==> src/rtl/kernel_sched_if.sv <==
// Handshake bundle between kernel_sched, pixel memory, the Kernel unit and result memory.
interface kernel_sched_if #(
    parameter int AW = 16
);
    logic                 start;
    logic [1:0]           ksel_in;
    logic                 busy;
    logic                 done;
    logic                 mem_rd;
    logic [AW-1:0]        mem_addr;
    logic [7:0]           mem_rdata;
    logic [2:0][23:0]     k_rows;
    logic [1:0]           k_sel;
    logic [15:0]          k_result;
    logic                 out_we;
    logic                 out_ready;
    logic [AW-1:0]        out_addr;
    logic [15:0]          out_data;

    modport slave (
        input  start, ksel_in, mem_rdata, k_result, out_ready,
        output busy, done, mem_rd, mem_addr, k_rows, k_sel, out_we, out_addr, out_data
    );

    modport master (
        output start, ksel_in, mem_rdata, k_result, out_ready,
        input  busy, done, mem_rd, mem_addr, k_rows, k_sel, out_we, out_addr, out_data
    );
endinterface

==> src/rtl/kernel_sched.sv <==
// Streams a grey-scale image through the 3x3 Kernel unit, building each window in
// column-shift registers and writing one result per interior pixel.
//
// state | meaning
// IDLE  | waiting for start
// FILL  | 9 reads + captures to build a fresh window at the start of a row
// CALC  | window stable, result write offered until out_ready
// SHIFT | 3 reads + captures to slide the window one column right
// DONE  | one-cycle done pulse
module kernel_sched #(
    parameter int            IMG_W    = 8,
    parameter int            IMG_H    = 8,
    parameter int            AW       = 16,
    parameter logic [AW-1:0] IN_BASE  = '0,
    parameter logic [AW-1:0] OUT_BASE = 16'h8000
) (
    input  logic           clk,
    input  logic           rst_n,
    kernel_sched_if.slave  bus
);
    localparam logic [AW-1:0] ONE = AW'(1);
    localparam logic [AW-1:0] TWO = AW'(2);
    localparam logic [AW-1:0] W_A = AW'(IMG_W);
    localparam logic [AW-1:0] H_A = AW'(IMG_H);

    typedef enum logic [2:0] {S_IDLE, S_FILL, S_CALC, S_SHIFT, S_DONE} state_t;

    state_t           r_state, w_state_nxt;
    logic [3:0]       r_cnt;
    logic [AW-1:0]    r_r, r_c;
    logic [1:0]       r_ro, r_co, r_cro;
    logic [7:0]       r_p0, r_p1;
    logic [2:0][23:0] r_rows;
    logic [1:0]       r_ksel;
    logic [AW-1:0]    r_addr_hold;

    logic             w_rd, w_cap;
    logic [AW-1:0]    w_col, w_row, w_rd_addr, w_out_addr;

    always_ff @(posedge clk or negedge rst_n) begin
        if (!rst_n) r_state <= S_IDLE;
        else        r_state <= w_state_nxt;
    end

    always_comb begin
        w_state_nxt = r_state;
        w_rd        = 1'b0;
        w_cap       = 1'b0;
        case (r_state)
            S_IDLE:  if (bus.start) w_state_nxt = S_FILL;
            S_FILL: begin
                w_rd  = (r_cnt < 4'd9);
                w_cap = (r_cnt != 4'd0);
                if (r_cnt == 4'd9) w_state_nxt = S_CALC;
            end
            S_SHIFT: begin
                w_rd  = (r_cnt < 4'd3);
                w_cap = (r_cnt != 4'd0);
                if (r_cnt == 4'd3) w_state_nxt = S_CALC;
            end
            S_CALC: begin
                if (bus.out_ready) begin
                    if (r_c < W_A - TWO)      w_state_nxt = S_SHIFT;
                    else if (r_r < H_A - TWO) w_state_nxt = S_FILL;
                    else                      w_state_nxt = S_DONE;
                end
            end
            S_DONE:  w_state_nxt = S_IDLE;
            default: w_state_nxt = S_IDLE;
        endcase
    end

    // FILL walks columns c-1..c+1; SHIFT only ever needs the new right-hand column c+1
    assign w_col      = (r_state == S_FILL) ? (r_c - ONE + AW'(r_co)) : (r_c + ONE);
    assign w_row      = r_r - ONE + AW'(r_ro);
    assign w_rd_addr  = IN_BASE + w_row * W_A + w_col;
    assign w_out_addr = OUT_BASE + (r_r - ONE) * (W_A - TWO) + (r_c - ONE);

    always_ff @(posedge clk or negedge rst_n) begin
        if (!rst_n) begin
            r_cnt       <= '0;
            r_r         <= ONE;
            r_c         <= ONE;
            r_ro        <= '0;
            r_co        <= '0;
            r_cro       <= '0;
            r_p0        <= '0;
            r_p1        <= '0;
            r_rows      <= '0;
            r_ksel      <= '0;
            r_addr_hold <= '0;
        end else begin
            if (w_rd) begin
                r_addr_hold <= w_rd_addr;
                if (r_ro == 2'd2) begin
                    r_ro <= '0;
                    r_co <= r_co + 2'd1;
                end else begin
                    r_ro <= r_ro + 2'd1;
                end
            end
            // top and middle pixels are staged so the window updates a whole column at once
            if (w_cap) begin
                case (r_cro)
                    2'd0:    r_p0 <= bus.mem_rdata;
                    2'd1:    r_p1 <= bus.mem_rdata;
                    default: begin
                        r_rows[0] <= {r_rows[0][15:0], r_p0};
                        r_rows[1] <= {r_rows[1][15:0], r_p1};
                        r_rows[2] <= {r_rows[2][15:0], bus.mem_rdata};
                    end
                endcase
                r_cro <= (r_cro == 2'd2) ? 2'd0 : r_cro + 2'd1;
            end
            case (r_state)
                S_IDLE: begin
                    if (bus.start) begin
                        r_ksel <= bus.ksel_in;
                        r_r    <= ONE;
                        r_c    <= ONE;
                        r_cnt  <= '0;
                        r_ro   <= '0;
                        r_co   <= '0;
                        r_cro  <= '0;
                    end
                end
                S_FILL, S_SHIFT: r_cnt <= r_cnt + 4'd1;
                S_CALC: begin
                    if (bus.out_ready) begin
                        r_cnt <= '0;
                        r_ro  <= '0;
                        r_co  <= '0;
                        r_cro <= '0;
                        if (r_c < W_A - TWO) begin
                            r_c <= r_c + ONE;
                        end else if (r_r < H_A - TWO) begin
                            r_r <= r_r + ONE;
                            r_c <= ONE;
                        end
                    end
                end
                default: ;
            endcase
        end
    end

    assign bus.busy     = (r_state != S_IDLE);
    assign bus.done     = (r_state == S_DONE);
    assign bus.mem_rd   = w_rd;
    assign bus.mem_addr = w_rd ? w_rd_addr : r_addr_hold;
    assign bus.k_rows   = r_rows;
    assign bus.k_sel    = r_ksel;
    assign bus.out_we   = (r_state == S_CALC);
    assign bus.out_addr = (r_state == S_CALC) ? w_out_addr : '0;
    assign bus.out_data = (r_state == S_CALC) ? bus.k_result : '0;
endmodule
==> src/flat_wrapper.sv <==
// flat-port wrapper written by rule: the top's interface ports become plain ports
module kernel_sched_flat 
#(
    parameter int            IMG_W    = 8,
    parameter int            IMG_H    = 8,
    parameter int            AW       = 16,
    parameter logic [AW-1:0] IN_BASE  = '0,
    parameter logic [AW-1:0] OUT_BASE = 16'h8000
)
  (clk, rst_n, bus_start, bus_ksel_in, bus_mem_rdata, bus_k_result, bus_out_ready, bus_busy, bus_done, bus_mem_rd, bus_mem_addr, bus_k_rows, bus_k_sel, bus_out_we, bus_out_addr, bus_out_data);
  kernel_sched_if #(.AW(AW)) bus_i ();
  input  logic clk;
  input  logic rst_n;
  input wire logic [$bits(bus_i.start)-1:0] bus_start;
  input wire logic [$bits(bus_i.ksel_in)-1:0] bus_ksel_in;
  input wire logic [$bits(bus_i.mem_rdata)-1:0] bus_mem_rdata;
  input wire logic [$bits(bus_i.k_result)-1:0] bus_k_result;
  input wire logic [$bits(bus_i.out_ready)-1:0] bus_out_ready;
  output wire logic [$bits(bus_i.busy)-1:0] bus_busy;
  output wire logic [$bits(bus_i.done)-1:0] bus_done;
  output wire logic [$bits(bus_i.mem_rd)-1:0] bus_mem_rd;
  output wire logic [$bits(bus_i.mem_addr)-1:0] bus_mem_addr;
  output wire logic [$bits(bus_i.k_rows)-1:0] bus_k_rows;
  output wire logic [$bits(bus_i.k_sel)-1:0] bus_k_sel;
  output wire logic [$bits(bus_i.out_we)-1:0] bus_out_we;
  output wire logic [$bits(bus_i.out_addr)-1:0] bus_out_addr;
  output wire logic [$bits(bus_i.out_data)-1:0] bus_out_data;
  assign bus_i.start = bus_start;
  assign bus_i.ksel_in = bus_ksel_in;
  assign bus_i.mem_rdata = bus_mem_rdata;
  assign bus_i.k_result = bus_k_result;
  assign bus_i.out_ready = bus_out_ready;
  assign bus_busy = bus_i.busy;
  assign bus_done = bus_i.done;
  assign bus_mem_rd = bus_i.mem_rd;
  assign bus_mem_addr = bus_i.mem_addr;
  assign bus_k_rows = bus_i.k_rows;
  assign bus_k_sel = bus_i.k_sel;
  assign bus_out_we = bus_i.out_we;
  assign bus_out_addr = bus_i.out_addr;
  assign bus_out_data = bus_i.out_data;
  kernel_sched #(.IMG_W(IMG_W), .IMG_H(IMG_H), .AW(AW), .IN_BASE(IN_BASE), .OUT_BASE(OUT_BASE)) u_core (.clk(clk), .rst_n(rst_n), .bus(bus_i));
endmodule
==> config.mk <==
export PLATFORM = sky130hd
export DESIGN_NAME = kernel_sched_flat
export DESIGN_NICKNAME = d
export VERILOG_FILES = /design/src/rtl/kernel_sched_if.sv /design/src/rtl/kernel_sched.sv /design/src/flat_wrapper.sv
export SDC_FILE = /design/constraint.sdc
export NUM_CORES = 1
export LEC_CHECK = 0
export ABC_AREA = 1
export ABC_CLOCK_PERIOD_IN_PS = 6020
export CAP_MARGIN = 20
export CORE_MARGIN = 5
export CORE_UTILIZATION = 55
export DETAILED_ROUTE_END_ITERATION = 16
export PLACE_DENSITY_LB_ADDON = 0.05
export SKIP_LAST_GASP = 1
export SYNTH_ARGS = -nofsm -noshare
export SYNTH_HDL_FRONTEND = slang
export SYNTH_SLANG_ARGS = --single-unit
==> constraint.sdc <==
create_clock -name clk -period 6.02 [get_ports clk]
set_input_delay 1.204 -clock clk [delete_from_list [all_inputs] [get_ports clk]]
set_output_delay 1.204 -clock clk [all_outputs]
set_load 0.01 [all_outputs]
==> results_dict.tcl, run 1 <==
set metrics [dict create \
    setup_viol_count_final 0 \
    synthDominantCellAreaShare_pct 37.5 \
    p_total_mw 8.69 \
    cp.arrival_ns 4.61 \
    start_util_pct 55.5 \
    die_w_microns 144 \
    period_minus_slack_ns 5.81 \
    setup.worst_path.end_class "output port" \
    fin_cells 1595 \
    dpl_cell_area_sq_um 11800 \
    synth-xor-area-share_pct 5.18 \
    synth_cell_types 61 \
    grt_start_max_net_pins 111 \
    clock_latency_ns 0.43 \
    drt_iter0_drc 493 \
    synth-compound-area-share_pct 9.51 \
    core_sq_um 17900 \
    top_level_ports 156 \
    dr.pass1.iters 5 \
    clkTransAtPathRegs_ns 0.07 \
    tns_ns 0 \
    startpoint_type "flop" \
    vias 8461 \
    num-fill-cells 1441 \
    syn-cell-area_sq_um 9940 \
    required_ns 4.82 \
    synthTopCellsByArea "dfrtp_1 (38%), nand2_1 (8.7%), ha_1 (7.7%), mux2_2 (7.3%), inv_1 (5.5%)" \
    drc 0 \
    synth_warnings 0 \
    h-tree-depth 4 \
    row_count 49 \
    cts_max_path_buffers 2 \
    clockRootBuffer "clkbuf_16" \
    fin_nets 1449 \
    synth_top_family_by_area "simple AND/OR/NAND/NOR gates" \
    synth-seq-cells 151 \
    first_global_vias 8048 \
    min_path_type "flop to flop" \
    gr-usage-all-layers_pct 25.3 \
    synthSimpleGateAreaFrac_pct 22.6 \
    fin_crit_sh_pct 96.5 \
    dp_hpwl_mm 20.1 \
    reg2reg_depth 26 \
    ir_worst_vdd_mv 0.550 \
    worst-path-max-fanout 5 \
    report.final.slew_viol_count 0 \
    drtAntennaViolNets 0 \
    clock-sinks 151 \
    synth_edf_count 0 \
    power_density_nw_per_um2 685 \
    io_buffers 155 \
    synthMuxAreaShare_pct 8.27 \
    yosysTopAreaCell "dfrtp_1" \
    place_inst 1556 \
    synthCells 1173 \
    avgSynthCellArea_sq_um 8.47 \
    wl_mm 26.5 \
    place_congestion 0.918 \
    viasPerCell 5.30 \
    die_area_sq_um 20900 \
    avgRoutedWirePerCell_microns 16.6 \
    min_path_cells 2 \
    cts_tree "built" \
    finClkSkew_ns 0.0103 \
    crit_type "flop to output port" \
    max_slew_margin_pct 29.5 \
    synth.yosys.seq_area_share_pct 38.1 \
    rsz0062_at_grt "true" \
    cts_buffers 17 \
    synth_fa_ha_area_share_pct 8.69 \
    hold_buffers 0 \
    postLayoutCellArea_sq_um 12700 \
    synthFlopType "dfrtp_1" \
    hold_viol 0 \
    grt_pass1_wl_mm 41.2 \
    diodes 0 \
    final_layout_size_suffix_gt1_share_pct 18.6 \
    max_freq_mhz 172 \
    status "completed" \
    grt_overflow_total 0 \
    synth-async-reset-ratio_pct 100 \
    max_cap_viol_count 0 \
    worst_pin_slew_ns 1.05 \
    die_y_microns 144 \
    p_leak_nw 6.06 \
    syn-num-nets 1269 \
    antenna_found_initial 0 \
    synthToLayoutAreaGrowth_pct 27.6 \
]
## power breakdown
group          switching (mW)  internal (mW)  total (mW)
clock network           0.451          0.632        1.08
logic                    3.29           2.59        5.89
registers               0.267           1.45        1.71
## metrics by stage
stage                     hold WS, ns  setup slack [ns]  util (%)
after floorplan                 0.437             0.577         -
after global placement          0.454            0.0740      65.9
after detailed placement        0.462           -0.0856      65.9
after CTS                       0.476            -0.158      69.6
after global routing            0.499           -0.0538      70.8
final                           0.472             0.210      70.8
## sequential cells by signal (all words and copies together) (netlist names)
register / flops
u_core.bus.k_rows: 72
u_core.r_addr_hold: 16
u_core.r_c: 16
u_core.r_r: 16
u_core.r_p0: 8
u_core.r_p1: 8
u_core.r_cnt: 4
u_core.r_state: 3
u_core.bus.k_sel: 2
u_core.r_co: 2
u_core.r_cro: 2
u_core.r_ro: 2
## path summary, 6_finish.rpt
path                                startpoint  slack, ns                     end
max                              u_core.r_r[0]       0.21        bus_out_addr[15]
min                        u_core.bus.k_sel[0]       0.47     u_core.bus.k_sel[0]
max reg2reg                      u_core.r_c[0]       2.04  u_core.r_addr_hold[15]
min reg2reg                u_core.bus.k_sel[0]       0.47     u_core.bus.k_sel[0]
max in group asynchronous                rst_n       4.04           u_core.r_r[0]
min in group asynchronous                rst_n       0.87   u_core.bus.k_rows[12]
## cell type report
| type | instances | area (sq um) | area share (%) |
|---|---|---|---|
| clock buffers | 18 | 439 | 3.46 |
| clock inverters | 14 | 164 | 1.29 |
| flip-flops and latches | 151 | 3780 | 29.8 |
| multi-input cells | 832 | 5610 | 44.3 |
| repair buffers | 183 | 1760 | 13.8 |
| well taps | 229 | 287 | 2.26 |
| inverters | 168 | 636 | 5.01 |
## synth_stat cells (3+ instances only)
master    count
or2_2         3
buf_4         7
mux2_2       64
nand4_1       7
nor3_1       15
a21o_1        3
mux2_1        9
nor3_2        5
o21a_1       10
dfrtp_1     149
nand3_1      53
nor3b_1       5
fa_1          5
inv_1       146
clkbuf_1      6
xor2_1       36
a21oi_1      49
nor2_4        9
nor2_1       99
inv_2        19
buf_2         7
ha_1         61
o21ai_1      13
xnor2_1      14
a31oi_1       8
a211oi_1      4
nand2_1     230
o22ai_1       4
o21ai_0      53
o31ai_1       5
nand2_2      15
nand4_2       4
nor2_2       17
## logic make-up (layout without fill, tap and decap cells)
family,count (synthesis),after routing
xor+xnor,54,54
buf+inv,190,383
fa+ha+maj,66,66
mux,73,73
simple gates,476,476
flops,151,151
compound gates,163,163
## routing by layer
layer	GRT usage, %	share of wire (%)
met5	0	0
met4	8.54	2.9
met3	4.33	5.6
met2	43.1	49
met1	32.7	43
## timing repair
item | in CTS | in global routing
pin swaps | 4 | 20
buffers inserted | 1 | 5
setup endpoints to repair | 11 | 14
resized for setup | 22 | 48
## cells in the final DEF, fill, tap and decap left out, drive strengths merged, types with 2 or more instances in the layout
| master | instances |
|---|---|
| a21oi | 49 |
| nand3b | 2 |
| dfstp | 2 |
| nor3b | 5 |
| inv | 172 |
| xor2 | 39 |
| o2111ai | 2 |
| nor3 | 21 |
| clkdlybuf4s50 | 144 |
| clkinv | 6 |
| nand2 | 247 |
| dfrtp | 149 |
| clkinvlp | 2 |
| o21a | 10 |
| a31oi | 8 |
| xnor2 | 15 |
| o31ai | 5 |
| buf | 29 |
| o22ai | 4 |
| nor4 | 3 |
| a32oi | 2 |
| or2 | 5 |
| a211oi | 4 |
| ha | 61 |
| o21bai | 2 |
| bufinv | 2 |
| fa | 5 |
| nand3 | 56 |
| nor2 | 126 |
| mux2 | 73 |
| a21o | 3 |
| nand4 | 11 |
| clkdlybuf4s15 | 2 |
| clkbuf | 22 |
| o21ai | 66 |
| dlygate4sd2 | 3 |
## worst max-delay path: stages, from the launching register on
cell and delay (ns):
dfstp_2 0.56, inv_1 0.08, ha_4 0.18, or2_2 0.32, nand2_4 0.13, ha_4 0.23, a21oi_4 0.15, nand2_2 0.10
a31oi_4 0.16, nor2_1 0.06, nand3_1 0.06, nand2_1 0.10, nand2_1 0.07, nand2_1 0.09, a31oi_1 0.19, xor2_1 0.18
ha_1 0.28, ha_4 0.27, nand2_1 0.06, inv_1 0.05, a221o_1 0.32, a31oi_2 0.18, nand3_1 0.10, nand2_1 0.08
nor2_1 0.04, clkbuf_2 0.12
Power figures use the tool's default switching activity.
==> inputs of run 2 (changes only) <==
CORE_ASPECT_RATIO = 2   (was not set)
==> run 2 against run 1 <==
Net effect: sequential power hardly changed; combinational power is 5.8% higher; total power is 3.5% higher; maximum frequency is 0.62% higher; critical path depth is 3 lower; cell count is 0.38% higher; critical path type unchanged; sequential cell count stayed put; routed wire length is 3.5% higher; count of clock-buffer cells in the layout is 1 lower; critical endpoint is now bus_out_addr[10]; via count is 2.8% higher.
==> results_dict.tcl, run 2 (same netlist as run 1, synthesis figures left out) <==
set metrics [dict create \
    regToRegEndpoint "u_core.r_addr_hold[13]" \
    place_congestion 1.09 \
    setup.worst_path.end_class "output port" \
    clock_latency_ns 0.43 \
    dpl_cell_area_sq_um 11900 \
    die_area_sq_um 21000 \
    row_count 69 \
    die_y_microns 200 \
    startpoint "u_core.r_r[0]" \
    power_density_nw_per_um2 701 \
    reg2reg_depth 22 \
    viasPerCell 5.43 \
    p_clk_share_pct 11.6 \
    io_buffers 155 \
    cts_max_path_buffers 2 \
    grt_overflow_total 0 \
    synthToLayoutAreaGrowth_pct 29.2 \
    postLayoutCellArea_sq_um 12800 \
    final_common_cell "nand2_1" \
    cp.arrival_ns 4.57 \
    worst-r2r-setup-slack_ns 2.05 \
    r2r_start "u_core.r_c[0]" \
    wl_mm 27.4 \
    finClkSkew_ns 0.0125 \
    period_minus_slack_ns 5.77 \
    final_layout_size_suffix_gt1_share_pct 20.5 \
    worst_pin_slew_ns 0.987 \
    dr.pass1.iters 4 \
    cts_buffers 17 \
    tns_ns 0 \
    drtAntennaViolNets 0 \
    drc 0 \
    clock-sinks 151 \
    clkTransAtPathRegs_ns 0.07 \
    status "completed" \
    fin_nets 1471 \
    drt_iter0_drc 433 \
    report.final.slew_viol_count 0 \
    grt_pass1_wl_mm 43.1 \
    dp_hpwl_mm 21.4 \
    combPwrFrac_pct 69.3 \
    p_seq_share_pct 19.1 \
    largest_reg_flops 72 \
    top_level_ports 156 \
    ir_worst_vdd_mv 0.587 \
    core_sq_um 17800 \
    max_cap_viol_count 0 \
    setup_viol_count_final 0 \
    hold_viol 0 \
    cts_tree "built" \
    place_worst_setup_slack_ns -0.0526 \
    max_slew_margin_pct 34.2 \
    first_global_vias 8863 \
    fin_ws_ns 0.245 \
    clockRootBuffer "clkbuf_16" \
    crit_type "flop to output port" \
    required_ns 4.82 \
    start_util_pct 55.9 \
    avgRoutedWirePerCell_microns 17.1 \
    die_w_microns 105 \
    diodes 0 \
    worst-path-max-fanout 4 \
    max_freq_mhz 173 \
    place_inst 1560 \
    intPower_mw 4.88 \
    startpoint_type "flop" \
    fin_crit_sh_pct 95.9 \
    crit_path_end "bus_out_addr[10]" \
    hold_buffers 0 \
    vias 8700 \
    p_leak_nw 6.21 \
    switching_share_pct 45.7 \
    power.net_switching_mw 4.11 \
    grt_start_max_net_pins 108 \
    antenna_found_initial 0 \
    fin_cells 1601 \
    min_path_type "flop to flop" \
    h-tree-depth 4 \
    final_cell_mix "nand2_1 (227), dfrtp_1 (149), clkdlybuf4s50_1 (144), inv_1 (143), nor2_1 (95)" \
    gr-usage-all-layers_pct 26.0 \
]
==> run 2: cell types whose count changed in the layout (fill, tap and decap cells not counted), moves of 3 or more <==
cell            delta
buf_4             +23
dlymetal6s2s_1     +4
o21ai_1            -4
nor3_1             -3
nor3_2             +3
o21ai_2            +3
xor2_2             +3
==> run 2: through the flow <==
stage          util, %  hold WS (ns)  total power [mW]
3_5_place_dp      67.1         0.454              7.67
6_report          72.2         0.467              8.99
5_1_grt           72.2         0.494              9.71
3_3_place_gp      67.1         0.453              7.56
2_1_floorplan        -         0.437              5.15
4_1_cts           71.2         0.472              8.86
==> run 2: per-layer routing <==
| layer | track usage [%] | up-vias | wire length [microns] | part of all wire (%) |
|---|---|---|---|---|
| met5 | 0 | - | 0 | 0 |
| met4 | 16.3 | 0 | 1710 | 6.2 |
| met3 | 4.63 | 87 | 1110 | 4.1 |
| met2 | 50.7 | 246 | 15300 | 56 |
| met1 | 24.2 | 4137 | 9330 | 34 |
| li1 | - | 4230 | - | - |
==> run 2: worst max-delay path, stage by stage, from the launching register on <==
cell,delay [ns]
dfstp_2,0.54
inv_2,0.05
ha_4,0.17
or2_2,0.31
nand2_4,0.09
buf_4,0.13
ha_1,0.23
nand3_1,0.10
nand2_2,0.09
a31oi_4,0.18
nor2_1,0.05
nand3_1,0.06
nand2_1,0.09
xor2_1,0.16
ha_1,0.28
ha_1,0.35
nand2_1,0.11
nor3_1,0.05
buf_4,0.14
a21oi_2,0.16
o21ai_0,0.09
a21oi_1,0.15
clkdlybuf4s50_1,0.56
==> run 2: repair_timing <==
action	4_1_cts	5_1_grt
endpoints found under the setup margin	11	13
setup buffers	5	4
pin swaps	4	12
hold endpoints to repair	0	0
gates cloned	0	0
resized for setup	32	41
==> run 2: area by class of cell <==
type,instances,area (sq um)
clock buffer,17,425
clock inverter,15,143
multi-input combinational,832,5660
fill,1437,4950
tap,213,267
inverter,168,636
sequential,151,3780
timing repair buffer,205,1920
==> run 2: worst min path at each step <==
stage	startpoint	endpoint	slack (ns)	cells past startpoint
2_1_floorplan	u_core.r_r[15]	u_core.r_r[15]	0.44	2
3_3_place_gp	u_core.r_addr_hold[3]	u_core.r_addr_hold[3]	0.45	2
3_5_place_dp	u_core.r_r[15]	u_core.r_r[15]	0.45	2
4_1_cts	u_core.r_r[15]	u_core.r_r[15]	0.47	2
5_1_grt	u_core.r_addr_hold[2]	u_core.r_addr_hold[2]	0.49	2
6_report	u_core.r_r[15]	u_core.r_r[15]	0.47	2
==> run 2: power groups by stage <==
| stage | Sequential, mW | Clock, mW | Combinational [mW] |
|---|---|---|---|
| 6_report | 1.72 | 1.04 | 6.23 |
| 5_1_grt | 1.77 | 1.11 | 6.83 |
| 4_1_cts | 1.72 | 1.07 | 6.07 |
| 3_5_place_dp | 1.74 | 0 | 5.93 |
| 3_3_place_gp | 1.72 | 0 | 5.85 |
| 2_1_floorplan | 1.80 | 0 | 3.35 |
==> inputs of run 3 (changes only) <==
ABC_CLOCK_PERIOD_IN_PS = not set   (was 6020)
==> results of run 3 <==
The final DEF is identical to that of run 2; final timing and power are the same.
